--- config.mk ---
export PLATFORM = sky130hd
export DESIGN_NAME = imem_loader_flat
export DESIGN_NICKNAME = d
export VERILOG_FILES = /design/src/rtl/imem_loader_pkg.sv /design/src/rtl/imem_loader_if.sv /design/src/rtl/imem_loader_byte_packer.sv /design/src/rtl/imem_loader.sv /design/src/flat_wrapper.sv
export SDC_FILE = /design/constraint.sdc
export NUM_CORES = 1
export LEC_CHECK = 0
export CAP_MARGIN = 10
export CORE_ASPECT_RATIO = 1.75
export CORE_MARGIN = 2
export CORE_UTILIZATION = 45
export DETAILED_ROUTE_END_ITERATION = 10
export PLACE_DENSITY_LB_ADDON = 0.05
export REMOVE_ABC_BUFFERS = 1
export SLEW_MARGIN = 25
export SYNTH_ARGS = -nofsm -noshare
export SYNTH_HDL_FRONTEND = slang
export SYNTH_SLANG_ARGS = --single-unit
--- constraint.sdc ---
create_clock -name clock -period 4.2 [get_ports clock]
set_input_delay 0.84 -clock clock [delete_from_list [all_inputs] [get_ports clock]]
set_output_delay 0.84 -clock clock [all_outputs]
set_load 0.01 [all_outputs]
--- src/rtl/imem_loader_pkg.sv ---
// Shared definitions for the boot-time instruction-memory loader.
package imem_loader_pkg;

  localparam int BYTES_PER_WORD     = 4;
  localparam int DEFAULT_ADDR_WIDTH = 6;

  typedef enum logic [2:0] {
    ST_IDLE,
    ST_COLLECT,
    ST_WRITE,
    ST_DONE,
    ST_ERROR
  } loader_state_e;

endpackage

--- src/rtl/imem_loader_if.sv ---
// Byte stream into the loader plus the instruction-memory write port it drives.
// slave = loader side, master = sender / memory side.
interface imem_loader_if
  import imem_loader_pkg::*;
#(
  parameter int ADDR_WIDTH = DEFAULT_ADDR_WIDTH
);

  logic                  in_valid;
  logic [7:0]            in_data;
  logic                  in_last;
  logic                  in_ready;
  logic                  wr_en;
  logic [ADDR_WIDTH-1:0] wr_addr;
  logic [31:0]           wr_data;

  modport master (
    output in_valid, in_data, in_last,
    input  in_ready, wr_en, wr_addr, wr_data
  );

  modport slave (
    input  in_valid, in_data, in_last,
    output in_ready, wr_en, wr_addr, wr_data
  );

endinterface

--- src/rtl/imem_loader_byte_packer.sv ---
// Packs accepted stream bytes little-endian into a 32-bit word; word_full flags
// the accept that completes the word.
module imem_loader_byte_packer
  import imem_loader_pkg::*;
(
  input  logic        clock,
  input  logic        reset_,
  input  logic        clear,
  input  logic        accept,
  input  logic [7:0]  byte_in,
  output logic [31:0] word,
  output logic        word_full
);

  logic [1:0] byte_idx;

  assign word_full = accept && (byte_idx == 2'(BYTES_PER_WORD - 1));

  // The index wraps 3 -> 0 on its own, so the next word always starts at lane 0.
  always_ff @(posedge clock) begin
    if (!reset_) begin
      byte_idx <= '0;
      word     <= '0;
    end else if (clear) begin
      byte_idx <= '0;
    end else if (accept) begin
      word[{byte_idx, 3'b000} +: 8] <= byte_in;
      byte_idx                      <= byte_idx + 2'd1;
    end
  end

endmodule

--- src/rtl/imem_loader.sv ---
// Boot loader: streams bytes into instruction memory one word per write and
// holds the core in reset until the whole program has landed.
module imem_loader
  import imem_loader_pkg::*;
#(
  parameter int ADDR_WIDTH = DEFAULT_ADDR_WIDTH
)(
  input  logic                clock,
  input  logic                reset_,
  input  logic                start,
  imem_loader_if.slave        bus,
  output logic                core_reset_,
  output logic                done,
  output logic                error,
  output logic [ADDR_WIDTH:0] words_loaded
);

  loader_state_e         state, state_next;
  logic                  accept;
  logic                  word_full;
  logic                  load_start;
  logic                  last_seen;
  logic                  at_top;
  logic                  wr_en;
  logic [ADDR_WIDTH-1:0] wr_addr;
  logic [31:0]           packed_word;

  // in_ready is decoded from state only, so there is no path from in_valid.
  assign bus.in_ready = (state == ST_COLLECT);
  assign accept       = bus.in_valid && bus.in_ready;
  assign at_top       = (wr_addr == {ADDR_WIDTH{1'b1}});
  assign bus.wr_en    = wr_en;
  assign bus.wr_addr  = wr_addr;
  assign bus.wr_data  = packed_word;

  imem_loader_byte_packer u_packer (
    .clock     (clock),
    .reset_    (reset_),
    .clear     (load_start),
    .accept    (accept),
    .byte_in   (bus.in_data),
    .word      (packed_word),
    .word_full (word_full)
  );

  always_comb begin
    state_next = state;
    load_start = 1'b0;
    case (state)
      ST_IDLE, ST_DONE, ST_ERROR: begin
        if (start) begin
          state_next = ST_COLLECT;
          load_start = 1'b1;
        end
      end
      ST_COLLECT: begin
        if (accept) begin
          if (word_full)        state_next = ST_WRITE;
          else if (bus.in_last) state_next = ST_ERROR;
        end
      end
      ST_WRITE: begin
        if (last_seen)   state_next = ST_DONE;
        else if (at_top) state_next = ST_ERROR;
        else             state_next = ST_COLLECT;
      end
      default: state_next = ST_IDLE;
    endcase
  end

  // Status outputs are registered from the next state so they line up exactly
  // with the state they describe (core_reset_ rises on the first DONE cycle).
  always_ff @(posedge clock) begin
    if (!reset_) begin
      state        <= ST_IDLE;
      wr_en        <= 1'b0;
      wr_addr      <= '0;
      words_loaded <= '0;
      last_seen    <= 1'b0;
      done         <= 1'b0;
      error        <= 1'b0;
      core_reset_  <= 1'b0;
    end else begin
      state       <= state_next;
      wr_en       <= (state_next == ST_WRITE);
      done        <= (state_next == ST_DONE);
      core_reset_ <= (state_next == ST_DONE);
      error       <= (state_next == ST_ERROR);
      if (load_start) begin
        wr_addr      <= '0;
        words_loaded <= '0;
        last_seen    <= 1'b0;
      end
      if (accept && word_full) last_seen <= bus.in_last;
      if (state == ST_WRITE) begin
        words_loaded <= words_loaded + 1'b1;
        if (!last_seen && !at_top) wr_addr <= wr_addr + 1'b1;
      end
    end
  end

endmodule

--- src/flat_wrapper.sv ---
// flat-port wrapper written by rule: the top's interface ports become plain ports
module imem_loader_flat import imem_loader_pkg::*;
#(
  parameter int ADDR_WIDTH = DEFAULT_ADDR_WIDTH
)
  (clock, reset_, start, core_reset_, done, error, words_loaded, bus_in_valid, bus_in_data, bus_in_last, bus_in_ready, bus_wr_en, bus_wr_addr, bus_wr_data);
  imem_loader_if #(.ADDR_WIDTH(ADDR_WIDTH)) bus_i ();
  input  logic clock;
  input  logic reset_;
  input  logic start;
  output logic core_reset_;
  output logic done;
  output logic error;
  output logic [ADDR_WIDTH:0] words_loaded;
  input wire logic [$bits(bus_i.in_valid)-1:0] bus_in_valid;
  input wire logic [$bits(bus_i.in_data)-1:0] bus_in_data;
  input wire logic [$bits(bus_i.in_last)-1:0] bus_in_last;
  output wire logic [$bits(bus_i.in_ready)-1:0] bus_in_ready;
  output wire logic [$bits(bus_i.wr_en)-1:0] bus_wr_en;
  output wire logic [$bits(bus_i.wr_addr)-1:0] bus_wr_addr;
  output wire logic [$bits(bus_i.wr_data)-1:0] bus_wr_data;
  assign bus_i.in_valid = bus_in_valid;
  assign bus_i.in_data = bus_in_data;
  assign bus_i.in_last = bus_in_last;
  assign bus_in_ready = bus_i.in_ready;
  assign bus_wr_en = bus_i.wr_en;
  assign bus_wr_addr = bus_i.wr_addr;
  assign bus_wr_data = bus_i.wr_data;
  imem_loader #(.ADDR_WIDTH(ADDR_WIDTH)) u_core (.clock(clock), .reset_(reset_), .start(start), .bus(bus_i), .core_reset_(core_reset_), .done(done), .error(error), .words_loaded(words_loaded));
endmodule
==> impl_metrics.json <==
{
  "outcome": "finished clean",
  "drtIter0Drc": 55,
  "io_pins": 63,
  "synthToLayoutAreaGrowth_pct": 32.5,
  "yosys-top-cells-area": "dfxtp_1, a21oi_1, nand3_1, nand2_1, ha_1",
  "ys_ff_latch": 54,
  "utilization_pct": 61.4,
  "clkSinkCount": 54,
  "layout_commonest_cell": "clkdlybuf4s50_1",
  "path_class": "reg2out",
  "yosys.area.top_type": "dfxtp_1",
  "insertion_delay_ps": 310,
  "met3_usage_pct": 3.31,
  "place_area_sq_um": 2920,
  "dp_hpwl_microns": 3990,
  "period_minus_slack_ps": 2410,
  "syn-cell-area_sq_um": 2290,
  "die_w_microns": 57.9,
  "design_area_sq_um": 3030,
  "critical_path_required_ps": 3360,
  "vias_per_cell": 5.45,
  "gr-usage-met1_pct": 23.4,
  "cp-end-kind": "primary output",
  "crit_fanout": 10,
  "fin_crit_sh_pct": 57.5,
  "grt-busiest-layer": "met2",
  "firstDrtPassIters": 4,
  "core_area_sq_um": 4930,
  "std_cell_rows": 34,
  "drive_gt1_share_pct": 3.26,
  "setup_viol": 0,
  "hold_viol_final": 0,
  "ys_warn_count": 0,
  "cts_root_buf": "clkbuf_8",
  "ir_drop_uv": 304,
  "numPortBuffers": 62,
  "clkSlewWorstSetupHoldPaths_ps": 90,
  "start_util_pct": 46.4,
  "grt_pass1_vias": 1893,
  "drc_errors": 0,
  "cap_violations": 0,
  "die_y_microns": 98.3,
  "syn_inst": 279,
  "cts_max_level": 2,
  "post_cts_resized": 0,
  "hold_class": "reg2reg",
  "seq_area_frac_synth_pct": 47.2,
  "wl_per_cell_microns": 14.0,
  "nNetsFinal": 356,
  "synthesis.area_per_instance_sq_um": 8.20,
  "rsz0062_at_grt": "false",
  "finalWirelength_microns": 5480,
  "critPathLaunchType": "flop",
  "clock_skew_ps": 9.47,
  "ctsHoldBuffers": 0,
  "cts_buffers": 5,
  "final_cell_mix": "clkdlybuf4s50_1, dfxtp_1, nand2_1",
  "synth_cell_type_count": 36,
  "antenna_found_initial": 0,
  "cts_tree": "done",
  "tightest_slew_ps": 877,
  "fmax_mhz": 414,
  "cts_setup_buffers": 0,
  "grt_max_degree": 29,
  "num_vias": 2129,
  "p_total_mw": 0.928,
  "antenna_cells": 0,
  "maxSlewHeadroom_pct": 41.4,
  "grtUsageTotal_pct": 19.5,
  "ant_nets": 0,
  "fp.dieArea_sq_um": 5690,
  "grt_pass1_wl_microns": 8820,
  "netlist.area_leader.share_pct": 47.2,
  "cts_buffer_depth": 2,
  "power_density_nw_per_um2": 306,
  "critPathArrivalTime_ps": 1570,
  "power.leakage_nw": 1.03,
  "grt_overflow": 0,
  "met2_usage_pct": 33.8,
  "slew_violations": 0,
  "gp_congestion": 0.769,
  "tns_ps": 0
}
[layer usage]
| metal | vias up | share of wire, % | wire, microns |
|---|---|---|---|
| li1 | 1079 | - | - |
| met4 | 0 | 3.4 | 187 |
| met5 | - | 0 | 0 |
| met3 | 13 | 5.7 | 311 |
| met1 | 969 | 40 | 2220 |
| met2 | 68 | 50 | 2760 |
[report_power, final]
group,internal (mW),total (mW),switching (mW)
registers,0.516,0.521,0.00463
clock network,0.176,0.342,0.166
logic,0.0274,0.0651,0.0377
total,0.719,0.928,0.209
[through the flow]
step	instances	hold slack (ps)	setup slack, ps
floorplan	266	461	2230
global placement	383	438	1670
detailed placement	383	443	1600
CTS	391	456	1790
global route	391	471	1650
finish	391	453	1790
[synthesized netlist by cell type (all sizes together)]
| cell type | count |
|---|---|
| nand2b | 2 |
| dfxtp | 54 |
| xor2 | 4 |
| o211ai | 3 |
| nand4 | 1 |
| or4 | 1 |
| o2111ai | 1 |
| and4bb | 1 |
| and2 | 7 |
| nor3b | 4 |
| buf | 6 |
| nor4b | 1 |
| or3b | 2 |
| nor2b | 3 |
| a222oi | 1 |
| or2 | 1 |
| a211o | 1 |
| o21ai | 8 |
| ha | 7 |
| nor2 | 19 |
| o22ai | 1 |
| o31ai | 1 |
| nand2 | 43 |
| and3 | 3 |
| and4b | 1 |
| inv | 6 |
| nand3 | 37 |
| a21oi | 42 |
| clkbuf | 7 |
| or3 | 4 |
| a31oi | 3 |
| xnor2 | 1 |
| nand3b | 1 |
| nor3 | 2 |
[area by class of cell]
class                      instances  area, sq um
fill                             450         1900
inverter                           6         22.5
timing repair buffer              63          628
tap                               54         67.6
clock inverter                     3         40.0
multi-input combinational        206         1120
sequential                        54         1080
clock buffer                       5         68.8
[critical path: stages (launching register included)]
cell and delay, ps:
dfxtp_1 510, nand2b_1 120, nor2_1 100, clkdlybuf4s50_1 540
[state kept, by name, summed over array words and instances (netlist names)]
register	flops
u_core.error	1
u_core.bus.wr_addr	6
u_core.core_reset_	1
u_core.words_loaded	7
u_core.bus.wr_en	1
u_core.state	3
u_core.u_packer.word	32
u_core.u_packer.byte_idx	2
u_core.last_seen	1
[logic make-up after synthesis]
logic type	synth area share [%]
buffers and inverters	3.66
flip-flops	47.2
XOR/XNOR	1.91
AO/OA/AOI/OAI	14.5
AND/OR/NAND/NOR	28.8
adder cells (fa/ha/maj)	3.83
[worst paths after layout]
| check | startpoint | end | slack [ps] | cells after the start |
|---|---|---|---|---|
| setup / recovery | u_core.state[0] | bus_in_ready | 1790 | 3 |
| hold / removal | u_core.u_packer.word[13] | u_core.u_packer.word[13] | 450 | 2 |
| setup reg to reg | u_core.u_packer.byte_idx[0] | u_core.u_packer.word[14] | 2090 | 5 |
| hold reg to reg | u_core.u_packer.word[13] | u_core.u_packer.word[13] | 450 | 2 |
Power figures use the tool's default switching activity.
==> variant, RTL diff (same flow settings) <==
Put one more register stage on the output `error`, cleared by the reset. The value now appears one clock later. The other outputs are not delayed to match.
--- a/src/rtl/imem_loader.sv
+++ b/src/rtl/imem_loader.sv
@@ -14,6 +14,8 @@
   output logic                error,
   output logic [ADDR_WIDTH:0] words_loaded
 );
+
+  logic error_s0;
 
   loader_state_e         state, state_next;
   logic                  accept;
@@ -78,14 +80,14 @@
       words_loaded <= '0;
       last_seen    <= 1'b0;
       done         <= 1'b0;
-      error        <= 1'b0;
+      error_s0     <= 1'b0;
       core_reset_  <= 1'b0;
     end else begin
       state       <= state_next;
       wr_en       <= (state_next == ST_WRITE);
       done        <= (state_next == ST_DONE);
       core_reset_ <= (state_next == ST_DONE);
-      error       <= (state_next == ST_ERROR);
+      error_s0    <= (state_next == ST_ERROR);
       if (load_start) begin
         wr_addr      <= '0;
         words_loaded <= '0;
@@ -99,5 +101,13 @@
     end
   end
 
+  always_ff @(posedge clock) begin
+    if (!reset_) begin
+      error <= '0;
+    end else begin
+      error <= error_s0;
+    end
+  end
+
 endmodule
 
Check against the original RTL: not equivalent (a bounded check fails within 4 cycles, from zero or initial values and one cycle with reset_ low).
==> variant against the unedited design <==
Via count decreased by 0.14%. Sequential cell count is 1 higher. Final area decreased by 0.33%. Area after synthesis grew 1.1%. Sequential share of layout area up 0.78 points. Routed wire length about the same. Final cell count did not move. First-iteration DRC count increased by 22%. Worst setup slack gained 16 ps. Power fell by 7.1%. Critical endpoint unchanged.
==> variant: results (changes against the unedited design) <==
Outcome
The run finished with clean final reports.

Cells and area
The number of inverters outside the clock class in the layout is 6 (unchanged). The count of multi-input combinational gates is 207 (+0.49%). The count of filler cells inserted in the layout is 479 (+6.4%). The fraction of area in clock buffers and inverters is 2.402% (-1.2 points). The count of clock-net buffers in the final layout was 6 (+1). The layout net count is 358 (+0.56%). The flip-flop and latch share of the layout cell area is 36.44% (+0.78 points). The data-path buffer share of cell area in the final layout is 20.79% (+0.069 points). The multi-input gate share of total cell area is 37.39% (+0.33 points).

Route
The detailed-routing iteration count for the pre-antenna-repair pass is 4 (unchanged). The vias per cell is 5.437 (-0.14%). The initial DRC count is 67 (+22%). The per-cell routed wire length is 14.00 µm (about the same).

Placement
The routability-driven placement congestion ratio is 0.7878 (+2.5%). The total half-perimeter wirelength after legalization and detailed placement is 4004 µm (+0.28%).

GRT
The maximum number of pins on one net before global-route repair is 25 (-14%). The number of global-route vias before repair is 1913 (+1.1%). The global-route wire length before repair was 9045 µm (+2.6%). The overall fraction of global-route tracks in use came to 20.11% (+0.56 points).

Yosys
Yosys attributes the largest share of cell area to dfxtp_1 48%, a21oi_1 9.1%, nand3_1 8.0%. Sorting the synthesized cells by how often they occur yields 55 x dfxtp_1, 43 x nand2_1, 42 x a21oi_1, 37 x nand3_1, 19 x nor2_1. The number of distinct library cells after synthesis is 37 (+2.8%). The flop and latch count out of synthesis is 55 (+1.9%).

Clocking
The register clock-pin slew on the reported worst setup and hold paths is 80 ps. The number of cells upsized or downsized after cts came to 0 (unchanged).

Worst setup path
The register-to-register setup slack is 2060 ps (-30 ps). In this run the critical register-to-register path is captured at u_core.u_packer.word[8]$_SDFFE_PN0P_.

Worst hold path
The count of cells along the worst hold path came to 1 (-1).

Pwr
The worst ir drop on vdd came to 0.2179 mV (-28%). The internal power contribution is 0.6648 mW (-7.6%). The switching share of total power was 22.87% (+0.39 points). The portion of total power attributed to the clock network came to 31.0% (-5.8 points).

The combinational cell fraction of total power was 7.4% (+0.4 points). The standby leakage power is 1.021 nW (-1.0%).

STA
The transition time of the tightest slew-check pin is 901.1 ps (+23.78 ps). The worst clock skew on the final layout is 7.061 ps (-2.408 ps).
variant: how the worst min path moves through the flow:
stage | startpoint | to | slack [ps]
2_1_floorplan | u_core.error_s0$_SDFF_PN0_ | u_core.error$_SDFF_PN0_ | 410
3_3_place_gp | u_core.error_s0$_SDFF_PN0_ | u_core.error$_SDFF_PN0_ | 430
3_5_place_dp | u_core.error_s0$_SDFF_PN0_ | u_core.error$_SDFF_PN0_ | 430
4_1_cts | u_core.error_s0$_SDFF_PN0_ | u_core.error$_SDFF_PN0_ | 450
5_1_grt | u_core.u_packer.word[15]$_SDFFE_PN0P_ | u_core.u_packer.word[15]$_SDFFE_PN0P_ | 480
6_report | u_core.error_s0$_SDFF_PN0_ | u_core.error$_SDFF_PN0_ | 450
variant: cell families after synthesis:
| group | count (synthesis) | share of synthesized area, % |
|---|---|---|
| flops | 55 | 47.57 |
| simple gates | 134 | 28.76 |
| buf+inv | 19 | 3.622 |
| xor+xnor | 5 | 1.892 |
| fa+ha+maj | 7 | 3.784 |
| compound gates | 61 | 14.38 |
variant: metrics by stage:
| stage | cell area (µm²) | instances | worst slack, ps |
|---|---|---|---|
| 2_1_floorplan | 2253 | 268 | 2228 |
| 3_3_place_gp | 2949 | 385 | 1557 |
| 3_5_place_dp | 2949 | 385 | 1529 |
| 4_1_cts | 3022 | 391 | 1790 |
| 5_1_grt | 3022 | 391 | 1707 |
| 6_report | 3022 | 391 | 1801 |
variant: worst max-delay path, stage by stage (launching register included):
cell,delay (ps)
dfxtp_1,500
nand2b_1,110
nor2_1,100
clkdlybuf4s50_1,540
variant: layer usage:
layer,up-vias,GRT usage (%),share of wire (%)
met1,978,24.14,43
met2,56,35.14,51
met3,7,3.543,4.8
met5,-,0,0
met4,0,6.977,1.5
li1,1085,-,-
